[config.mk]
export PLATFORM = sky130hd
export DESIGN_NAME = spi_slave_if
export DESIGN_NICKNAME = d
export VERILOG_FILES = /design/src/rtl/spi_pkg.sv /design/src/rtl/spi_slave_if.sv
export SDC_FILE = /design/constraint.sdc
export NUM_CORES = 1
export LEC_CHECK = 0
export CAP_MARGIN = 20
export CORE_AREA = 2 2 50 75
export DETAILED_ROUTE_END_ITERATION = 7
export DIE_AREA = 0 0 52 77
export PLACE_DENSITY = 0.8
export SLEW_MARGIN = 10
export SYNTH_ARGS = -nofsm -noshare
export SYNTH_HDL_FRONTEND = slang
export SYNTH_SLANG_ARGS = --single-unit
[constraint.sdc]
create_clock -name clk -period 4.85 [get_ports clk]
set_input_delay 0.97 -clock clk [delete_from_list [all_inputs] [get_ports clk]]
set_output_delay 0.97 -clock clk [all_outputs]
set_load 0.01 [all_outputs]
[src/rtl/spi_pkg.sv]
// Shared definitions for the SPI-to-RAM subsystem: state encodings and word widths.
// Used by the SPI slave front end, the RAM and the top wrapper.
package spi_pkg;

    localparam int WORD_W = 10;
    localparam int DATA_W = 8;
    localparam int CNT_W  = 4;

    typedef enum logic [2:0] {
        IDLE,
        CHK_CMD,
        WRITE,
        READ_ADD,
        READ_DATA
    } spi_state_t;

    // Progress of the MISO read-back inside a READ_DATA frame
    typedef enum logic [1:0] {
        TX_OFF,
        TX_WAIT,
        TX_SHIFT,
        TX_DONE
    } tx_phase_t;

endpackage

[src/rtl/spi_slave_if.sv]
// SPI slave front end: deserialises MOSI into command words for the RAM and
// serialises the RAM read byte back out on MISO. SCK is used directly as clk.
module spi_slave_if #(
    parameter int WORD_W = 10,
    parameter int DATA_W = 8
) (
    input  logic              clk,
    input  logic              rst_n,
    input  logic              ss_n,
    input  logic              mosi,
    output logic              miso,
    output logic [WORD_W-1:0] rx_data,
    output logic              rx_valid,
    input  logic [DATA_W-1:0] tx_data,
    input  logic              tx_valid
);
    import spi_pkg::*;

    spi_state_t        state, state_next;
    tx_phase_t         tx_phase;
    logic [CNT_W-1:0]  bit_cnt;
    logic [CNT_W-1:0]  tx_left;
    logic [WORD_W-2:0] rx_shift;
    logic [DATA_W-1:0] tx_shift;
    logic              word_done;
    logic              rd_addr_seen;
    logic              shift_bit;
    logic              last_bit;

    // NOTE: every always_comb output gets a default first so no path can infer a latch.
    always_comb begin
        state_next = state;
        shift_bit  = 1'b0;
        last_bit   = 1'b0;
        case (state)
            IDLE: begin
                if (!ss_n) state_next = CHK_CMD;
            end
            CHK_CMD: begin
                if (ss_n)              state_next = IDLE;
                else if (!mosi)        state_next = WRITE;
                else if (rd_addr_seen) state_next = READ_DATA;
                else                   state_next = READ_ADD;
            end
            WRITE, READ_ADD, READ_DATA: begin
                // An abort on the last-bit edge must win, so shifting is gated by ss_n
                if (ss_n) begin
                    state_next = IDLE;
                end else if (!word_done) begin
                    shift_bit = 1'b1;
                    last_bit  = (bit_cnt == CNT_W'(WORD_W - 1));
                end
            end
            default: state_next = IDLE;
        endcase
    end

    // NOTE: reset here is synchronous; rst_n is only looked at on a rising clk edge.
    always_ff @(posedge clk) begin
        if (!rst_n) state <= IDLE;
        else        state <= state_next;
    end

    // NOTE: sequential state uses non-blocking assignments so every register sees pre-edge values.
    always_ff @(posedge clk) begin
        if (!rst_n) begin
            rx_data      <= '0;
            rx_valid     <= 1'b0;
            miso         <= 1'b0;
            rd_addr_seen <= 1'b0;
            bit_cnt      <= '0;
            tx_left      <= '0;
            rx_shift     <= '0;
            tx_shift     <= '0;
            word_done    <= 1'b0;
            tx_phase     <= TX_OFF;
        end else begin
            rx_valid <= 1'b0;
            if (state_next == IDLE) begin
                // Idle or aborted frame: drop any partial word and read-back
                bit_cnt   <= '0;
                tx_left   <= '0;
                rx_shift  <= '0;
                tx_shift  <= '0;
                word_done <= 1'b0;
                tx_phase  <= TX_OFF;
                miso      <= 1'b0;
            end else begin
                if (shift_bit) begin
                    rx_shift <= {rx_shift[WORD_W-3:0], mosi};
                    bit_cnt  <= bit_cnt + CNT_W'(1);
                    if (last_bit) begin
                        rx_data   <= {rx_shift, mosi};
                        rx_valid  <= 1'b1;
                        word_done <= 1'b1;
                        bit_cnt   <= '0;
                        if (state == READ_ADD) rd_addr_seen <= 1'b1;
                        if (state == READ_DATA) begin
                            rd_addr_seen <= 1'b0;
                            tx_phase     <= TX_WAIT;
                        end
                    end
                end

                case (tx_phase)
                    TX_WAIT: begin
                        if (tx_valid) begin
                            miso     <= tx_data[DATA_W-1];
                            tx_shift <= {tx_data[DATA_W-2:0], 1'b0};
                            tx_left  <= CNT_W'(DATA_W - 1);
                            tx_phase <= TX_SHIFT;
                        end
                    end
                    TX_SHIFT: begin
                        if (tx_left != '0) begin
                            miso     <= tx_shift[DATA_W-1];
                            tx_shift <= {tx_shift[DATA_W-2:0], 1'b0};
                            tx_left  <= tx_left - CNT_W'(1);
                        end else begin
                            miso     <= 1'b0;
                            tx_phase <= TX_DONE;
                        end
                    end
                    default: miso <= 1'b0;
                endcase
            end
        end
    end

endmodule

==> qor.yml, run 1 <==
clock_network:
  max-clock-path-buffers: 2
  numCtsBuffers: 5
  root_buffer: "clkbuf_8"
  cts_hold_buf: 0
  clkSinkCount: 43
  ctsResizeCount: 0
  cts_tree: "done"
  clk_pin_slew_ns: 0.08
  h-tree-depth: 2
  postCtsSetupBuffers: 0
  clock_latency_ns: 0.30
sta:
  relSlewSlack: 0.4615
  skew_ns: 0.006676
  finalSetupViolations: 0
  fin_ws_ns: 1.924
  fmax_ghz: 0.3417
  tightestPinTransition_ns: 0.8076
  drv_slew: 0
  post-route-period-util: 0.6034
  grt_setup_unrepaired: "false"
  hold_viol_final: 0
  setup_tns_ns: 0
  fin_crit_ns: 2.927
logic_synthesis:
  syn_area_per_cell_um2: 8.867
  yosysSeqAreaShare: 0.4668
  syn_inst: 208
  ys.flop_type: "dfxtp_1"
  synthesis.nets: 226
  yosysUniqueCellTypes: 40
  async_flop_share: 0
  mappedNetlistArea_um2: 1844
  ys_ff_latch: 43
  synth_edf_count: 0
  yosys_warnings: 0
route:
  ant_nets: 0
  vias_per_cell: 5.454
  route.detailed.drc: 0
  wl_um: 3291
  drt-pass1-iter-count: 4
  drtIter0Drc: 25
  vias: 1489
  detail_route.wl_per_cell_um: 12.05
global_route:
  grt_pass1_vias: 1389
  grt_max_degree: 23
  grt_pass1_wl_um: 5651
  antenna_found_initial: 0
  grt-ovfl-total: 0
  grt_usage: 0.1854
floorplan:
  coreArea_um2: 3351
  start_util: 0.5504
  num_rows: 26
  die_w_um: 52
  die_y_um: 77
  dieArea_um2: 4004
  ios: 25
min_path:
  hp-class: "reg -> reg"
  holdPathStages: 2
setup_path:
  critPathKind: "in -> reg"
  startpoint_type: "input pin"
  cp_data_required_time_ns: 5.06
  cpPeakStageDelay_ns: 0.91
  reg2reg_depth: 6
  worstPathCellList: "clkdlybuf4s50_1, nand3b_1, buf_4, a221oi_1"
  slowest_stage: "clkdlybuf4s50_1"
  end_kind: "flip-flop"
  crit_arrival_ns: 3.13
  cp_max_fo: 22
power_and_ir_drop:
  ir_drop_mv: 0.2267
  p_per_area_nw_per_um2: 276.6
  leakagePower_nw: 0.8011
cells_and_area:
  layout_common_cells: "dfxtp_1 (43), nor2_1 (27), clkdlybuf4s50_1 (24)"
  syn2layout_area_growth_pct: 18.93
  multi_input_area_um2: 894.6
  n_fill_cell: 302
  final_common_cell: "dfxtp_1"
  regArea_um2: 860.8
  nets: 248
  diodes: 0
  drive_above_1_share: 0.05628
placed_design:
  pre_cts_slack_ns: 1.621
  port_buffers: 24
  place_hpwl_um: 2362
  gp_congestion: 0.7868
status:
  status: "finished, final reports clean"
flow_run:
  max-cap-violations: 0
[worst paths after layout]
check	slack, ns	startpoint	endpoint
min reg2reg	0.46	word_done$_SDFFE_PP0P_	word_done$_SDFFE_PP0P_
min	0.46	word_done$_SDFFE_PP0P_	word_done$_SDFFE_PP0P_
max reg2reg	2.73	tx_phase[0]$_SDFF_PP0_	tx_left[2]$_SDFFE_PP0P_
max	1.92	rst_n	tx_phase[0]$_SDFF_PP0_
[stage by stage]
| stage | cell area [um2] | utilization | total power (W) | hold WS, ns | instances |
|---|---|---|---|---|---|
| floorplan | 1844 | - | 0.0003757 | 0.4259 | 208 |
| global placement | 2105 | 0.6281 | 0.0003885 | 0.4338 | 265 |
| detailed placement | 2105 | 0.6281 | 0.0003889 | 0.4390 | 265 |
| CTS | 2193 | 0.6546 | 0.0006136 | 0.4536 | 273 |
| global route | 2193 | 0.6546 | 0.0006295 | 0.4824 | 273 |
| finish | 2193 | 0.6546 | 0.0006068 | 0.4554 | 273 |
[cell type report]
| type | instances | share of cell area |
|---|---|---|
| clock buffers | 5 | 0.03137 |
| clock inverters | 3 | 0.009127 |
| inverters | 11 | 0.01882 |
| multi-input cells | 143 | 0.4079 |
| flip-flops and latches | 43 | 0.3925 |
| well taps | 42 | 0.02396 |
| repair buffers | 26 | 0.1164 |
[critical path, delay by kind of cell]
kind	cells	cell delay [ns]
AOI/OAI and AO/OA	1	0.21
and+or+nand+nor	1	0.64
buffers and inverters	2	1.31
[per-layer routing]
layer | vias to the layer above | GRT usage | share of wire
li1 | 766 | - | -
met1 | 684 | 0.1970 | 0.42
met2 | 33 | 0.3228 | 0.52
met3 | 6 | 0.04669 | 0.042
met4 | 0 | 0.09474 | 0.022
met5 | - | 0 | 0
[cell families (layout without fill, tap and decap cells)]
family / after synthesis / in the layout / share of synthesized area
simple gates: 77 / 77 / 0.2062
xor+xnor: 1 / 1 / 0.004750
mux: 15 / 15 / 0.08141
buf+inv: 22 / 45 / 0.04817
compound gates: 45 / 45 / 0.1588
fa+ha+maj: 5 / 5 / 0.03392
flops: 43 / 43 / 0.4668
[power by group]
part | leakage [nW] | internal [W] | total, W | switching [W]
registers | 0.346 | 0.000354 | 0.000355 | 0.00000166
clock network | 0.0402 | 0.000100 | 0.000226 | 0.000126
logic | 0.414 | 0.0000129 | 0.0000251 | 0.0000122
[registers in the layout (all words and copies together), names as in the netlist]
name / count
rx_data: 10
rx_shift: 9
tx_shift: 7
bit_cnt: 4
tx_left: 4
state: 3
tx_phase: 2
miso: 1
rd_addr_seen: 1
rx_valid: 1
word_done: 1
[synthesized netlist by cell type (2+ instances only)]
| master | n | area, um2 |
|---|---|---|
| mux2i_1 | 15 | 150.1 |
| nand2b_1 | 3 | 18.77 |
| buf_2 | 2 | 10.01 |
| o21ai_0 | 14 | 70.07 |
| nand2_1 | 17 | 63.81 |
| dfxtp_1 | 43 | 860.8 |
| ha_1 | 5 | 62.56 |
| buf_1 | 3 | 11.26 |
| or3_1 | 3 | 18.77 |
| inv_1 | 11 | 41.29 |
| a21oi_1 | 8 | 40.04 |
| or4_1 | 2 | 15.01 |
| nor2_1 | 27 | 101.4 |
| clkbuf_1 | 5 | 18.77 |
| nor3_1 | 3 | 15.01 |
| nand3_1 | 12 | 60.06 |
| nor2b_1 | 3 | 18.77 |
| a31oi_1 | 3 | 18.77 |
| a211oi_1 | 8 | 60.06 |
(Power assumes the default switching activity.)
==> run 2: changes to the inputs <==
--- a/config.mk
+++ b/config.mk
@@ -6,10 +6,10 @@
 export NUM_CORES = 1
 export LEC_CHECK = 0
 export CAP_MARGIN = 20
-export CORE_AREA = 2 2 50 75
+export CORE_AREA = 2 2 54 81
 export DETAILED_ROUTE_END_ITERATION = 7
-export DIE_AREA = 0 0 52 77
-export PLACE_DENSITY = 0.8
+export DIE_AREA = 0 0 56 83
+export PLACE_DENSITY = 0.72
 export SLEW_MARGIN = 10
 export SYNTH_ARGS = -nofsm -noshare
 export SYNTH_HDL_FRONTEND = slang
==> constraint.sdc (replaced) <==
create_clock -name clk -period 2.3 [get_ports clk]
set_input_delay 0.46 -clock clk [delete_from_list [all_inputs] [get_ports clk]]
set_output_delay 0.46 -clock clk [all_outputs]
set_load 0.01 [all_outputs]
==> run 2 against run 1 <==
Die area grew 16%. Global-route usage fell by 3.4 points. Routed wire length fell by 3.1%. Critical path depth up 2. Final cell count increased by 2.2%. Register-to-register slack worse by 2.2 ns. Sequential share of layout area fell by 1.1 points. Utilization down 8.0 points. Cell area grew 2.9%. First-iteration DRC count rose by 60%. Combinational power increased by 130%. Critical path type is now reg -> reg. Critical endpoint is now tx_left[2]$_SDFFE_PP0P_. Largest power group unchanged.
==> qor.yml, run 2 (synthesized netlist as in run 1, its figures left out) <==
cells_and_area:
  layout_common_cells: "dfxtp_1 (43), nor2_1 (27), clkdlybuf4s50_1 (24)"
  final_core_util: 0.5749  # -0.07966
  finalNonFillerCells: 279  # +2.2%
  regArea_um2: 860.8  # unchanged
  nets: 251  # +1.2%
  drive_above_1_share: 0.06838  # +0.01210
  regMostFlops: "rx_data"
  diodes: 0  # unchanged
  reg_top3: "rx_data: 10 flops, rx_shift: 9 flops, tx_shift: 7 flops"
  n_fill_cell: 372  # +23%
  final_common_cell: "dfxtp_1"
  syn2layout_area_growth_pct: 22.32
  multi_input_area_um2: 894.6  # unchanged
  largest_reg_flops: 10  # unchanged
floorplan:
  start_util: 0.4700  # -0.08039
  die_w_um: 56  # +7.7%
  dieArea_um2: 4648  # +16%
  num_rows: 28  # +7.7%
  ios: 25  # unchanged
  die_y_um: 83  # +7.8%
  coreArea_um2: 3924  # +17%
setup_path:
  startpoint_type: "flip-flop"
  cp_data_required_time_ns: 2.49  # -2.57 ns
  cpPeakStageDelay_ns: 0.47  # -0.44 ns
  end_kind: "flip-flop"
  cp_max_fo: 17  # -23%
  critPathKind: "reg -> reg"
  worstPathCellList: "inv_1, ha_1, nand4bb_1, o211a_1, a41oi_1, o21a_1"
  crit_arrival_ns: 1.97  # -1.16 ns
  slowest_stage: "o211a_1"
global_route:
  antenna_found_initial: 0  # unchanged
  grt_pass1_wl_um: 5816  # +2.9%
  grt_max_degree: 32  # +39%
  grt-ovfl-total: 0  # unchanged
  grt_pass1_vias: 1341  # -3.5%
  grt_usage: 0.1517  # -0.03370
clock_network:
  root_buffer: "clkbuf_8"
  numCtsBuffers: 5  # unchanged
  clkSinkCount: 43  # unchanged
  max-clock-path-buffers: 2  # unchanged
  clock_latency_ns: 0.30  # about the same
  postCtsSetupBuffers: 0  # unchanged
  cts_hold_buf: 0  # unchanged
  cts_tree: "done"
  ctsResizeCount: 0  # unchanged
  h-tree-depth: 2  # unchanged
  clk_pin_slew_ns: 0.08  # about the same
route:
  vias: 1473  # -1.1%
  drtIter0Drc: 40  # +60%
  ant_nets: 0  # unchanged
  drt-pass1-iter-count: 4  # unchanged
  route.detailed.drc: 0  # unchanged
  detail_route.wl_per_cell_um: 11.43  # -5.2%
  vias_per_cell: 5.280  # -3.2%
  wl_um: 3190  # -3.1%
sta:
  fin_ws_ns: 0.5245  # -1.399 ns
  fmax_ghz: 0.5632
  relSlewSlack: 0.7005  # +0.2390
  hold_viol_final: 0  # unchanged
  finalSetupViolations: 0  # unchanged
  fin_crit_ns: 1.775
  skew_ns: 0.007833  # +0.001157 ns
  drv_slew: 0  # unchanged
  tightestPinTransition_ns: 0.4492  # -0.3584 ns
  post-route-period-util: 0.7719
  grt_setup_unrepaired: "false"
  setup_tns_ns: 0  # unchanged
power_and_ir_drop:
  power_w: 0.001392  # +130%
  leakagePower_nw: 0.8391  # +4.7%
  p_per_area_nw_per_um2: 617.1  # +120%
  ir_drop_mv: 0.6251  # +180%
flow_run:
  max-cap-violations: 0  # unchanged
placed_design:
  dp_cells: 271  # +2.3%
  place_hpwl_um: 2213  # -6.3%
  gp_congestion: 0.7601  # -3.4%
  port_buffers: 24  # unchanged
  pre_cts_slack_ns: 0.2310  # -1.390 ns
status:
  status: "finished, final reports clean"
min_path:
  hp-class: "reg -> reg"
run 2: final timing paths:
check | slack [ns] | cells after the start | endpoint | from
setup / recovery | 0.52 | 6 | tx_left[2]$_SDFFE_PP0P_ | tx_phase[0]$_SDFF_PP0_
hold / removal | 0.45 | 2 | word_done$_SDFFE_PP0P_ | word_done$_SDFFE_PP0P_
setup reg to reg | 0.52 | 6 | tx_left[2]$_SDFFE_PP0P_ | tx_phase[0]$_SDFF_PP0_
hold reg to reg | 0.45 | 2 | word_done$_SDFFE_PP0P_ | word_done$_SDFFE_PP0P_
run 2: per-stage QoR:
stage          hold WS (ns)  cell area (um2)
6_report             0.4527             2256
2_1_floorplan        0.4259             1844
3_5_place_dp         0.4405             2143
5_1_grt              0.4908             2256
4_1_cts              0.4534             2256
3_3_place_gp         0.4388             2143
run 2: area by class of cell:
cell class,instances,area share
Multi-Input combinational cell,143,0.3966
Sequential cell,43,0.3816
Inverter,11,0.01830
Timing Repair Buffer,29,0.1287
Clock inverter,3,0.01941
Clock buffer,5,0.03050
Tap cell,45,0.02496
run 2: where the power goes:
part / switching [W] / total [W] / internal, W / leakage (nW)
registers: 0.00000360 / 0.000749 / 0.000746 / 0.346
clock network: 0.000262 / 0.000585 / 0.000323 / 0.0581
logic: 0.0000267 / 0.0000576 / 0.0000309 / 0.434
total: 0.000292 / 0.00139 / 0.00110 / 0.839
run 2: worst max-delay path: cells and delay by family, from the launching register on:
family,cells,cell delay [ns]
compound gates,3,0.77
flops,1,0.37
fa+ha+maj,1,0.28
simple gates,1,0.20
buf+inv,1,0.05
run 2: metal layers:
| metal | global-route usage | share of wire |
|---|---|---|
| met3 | 0.04361 | 0.035 |
| met5 | 0 | 0 |
| met1 | 0.1663 | 0.45 |
| met4 | 0.05844 | 0.015 |
| met2 | 0.2695 | 0.50 |
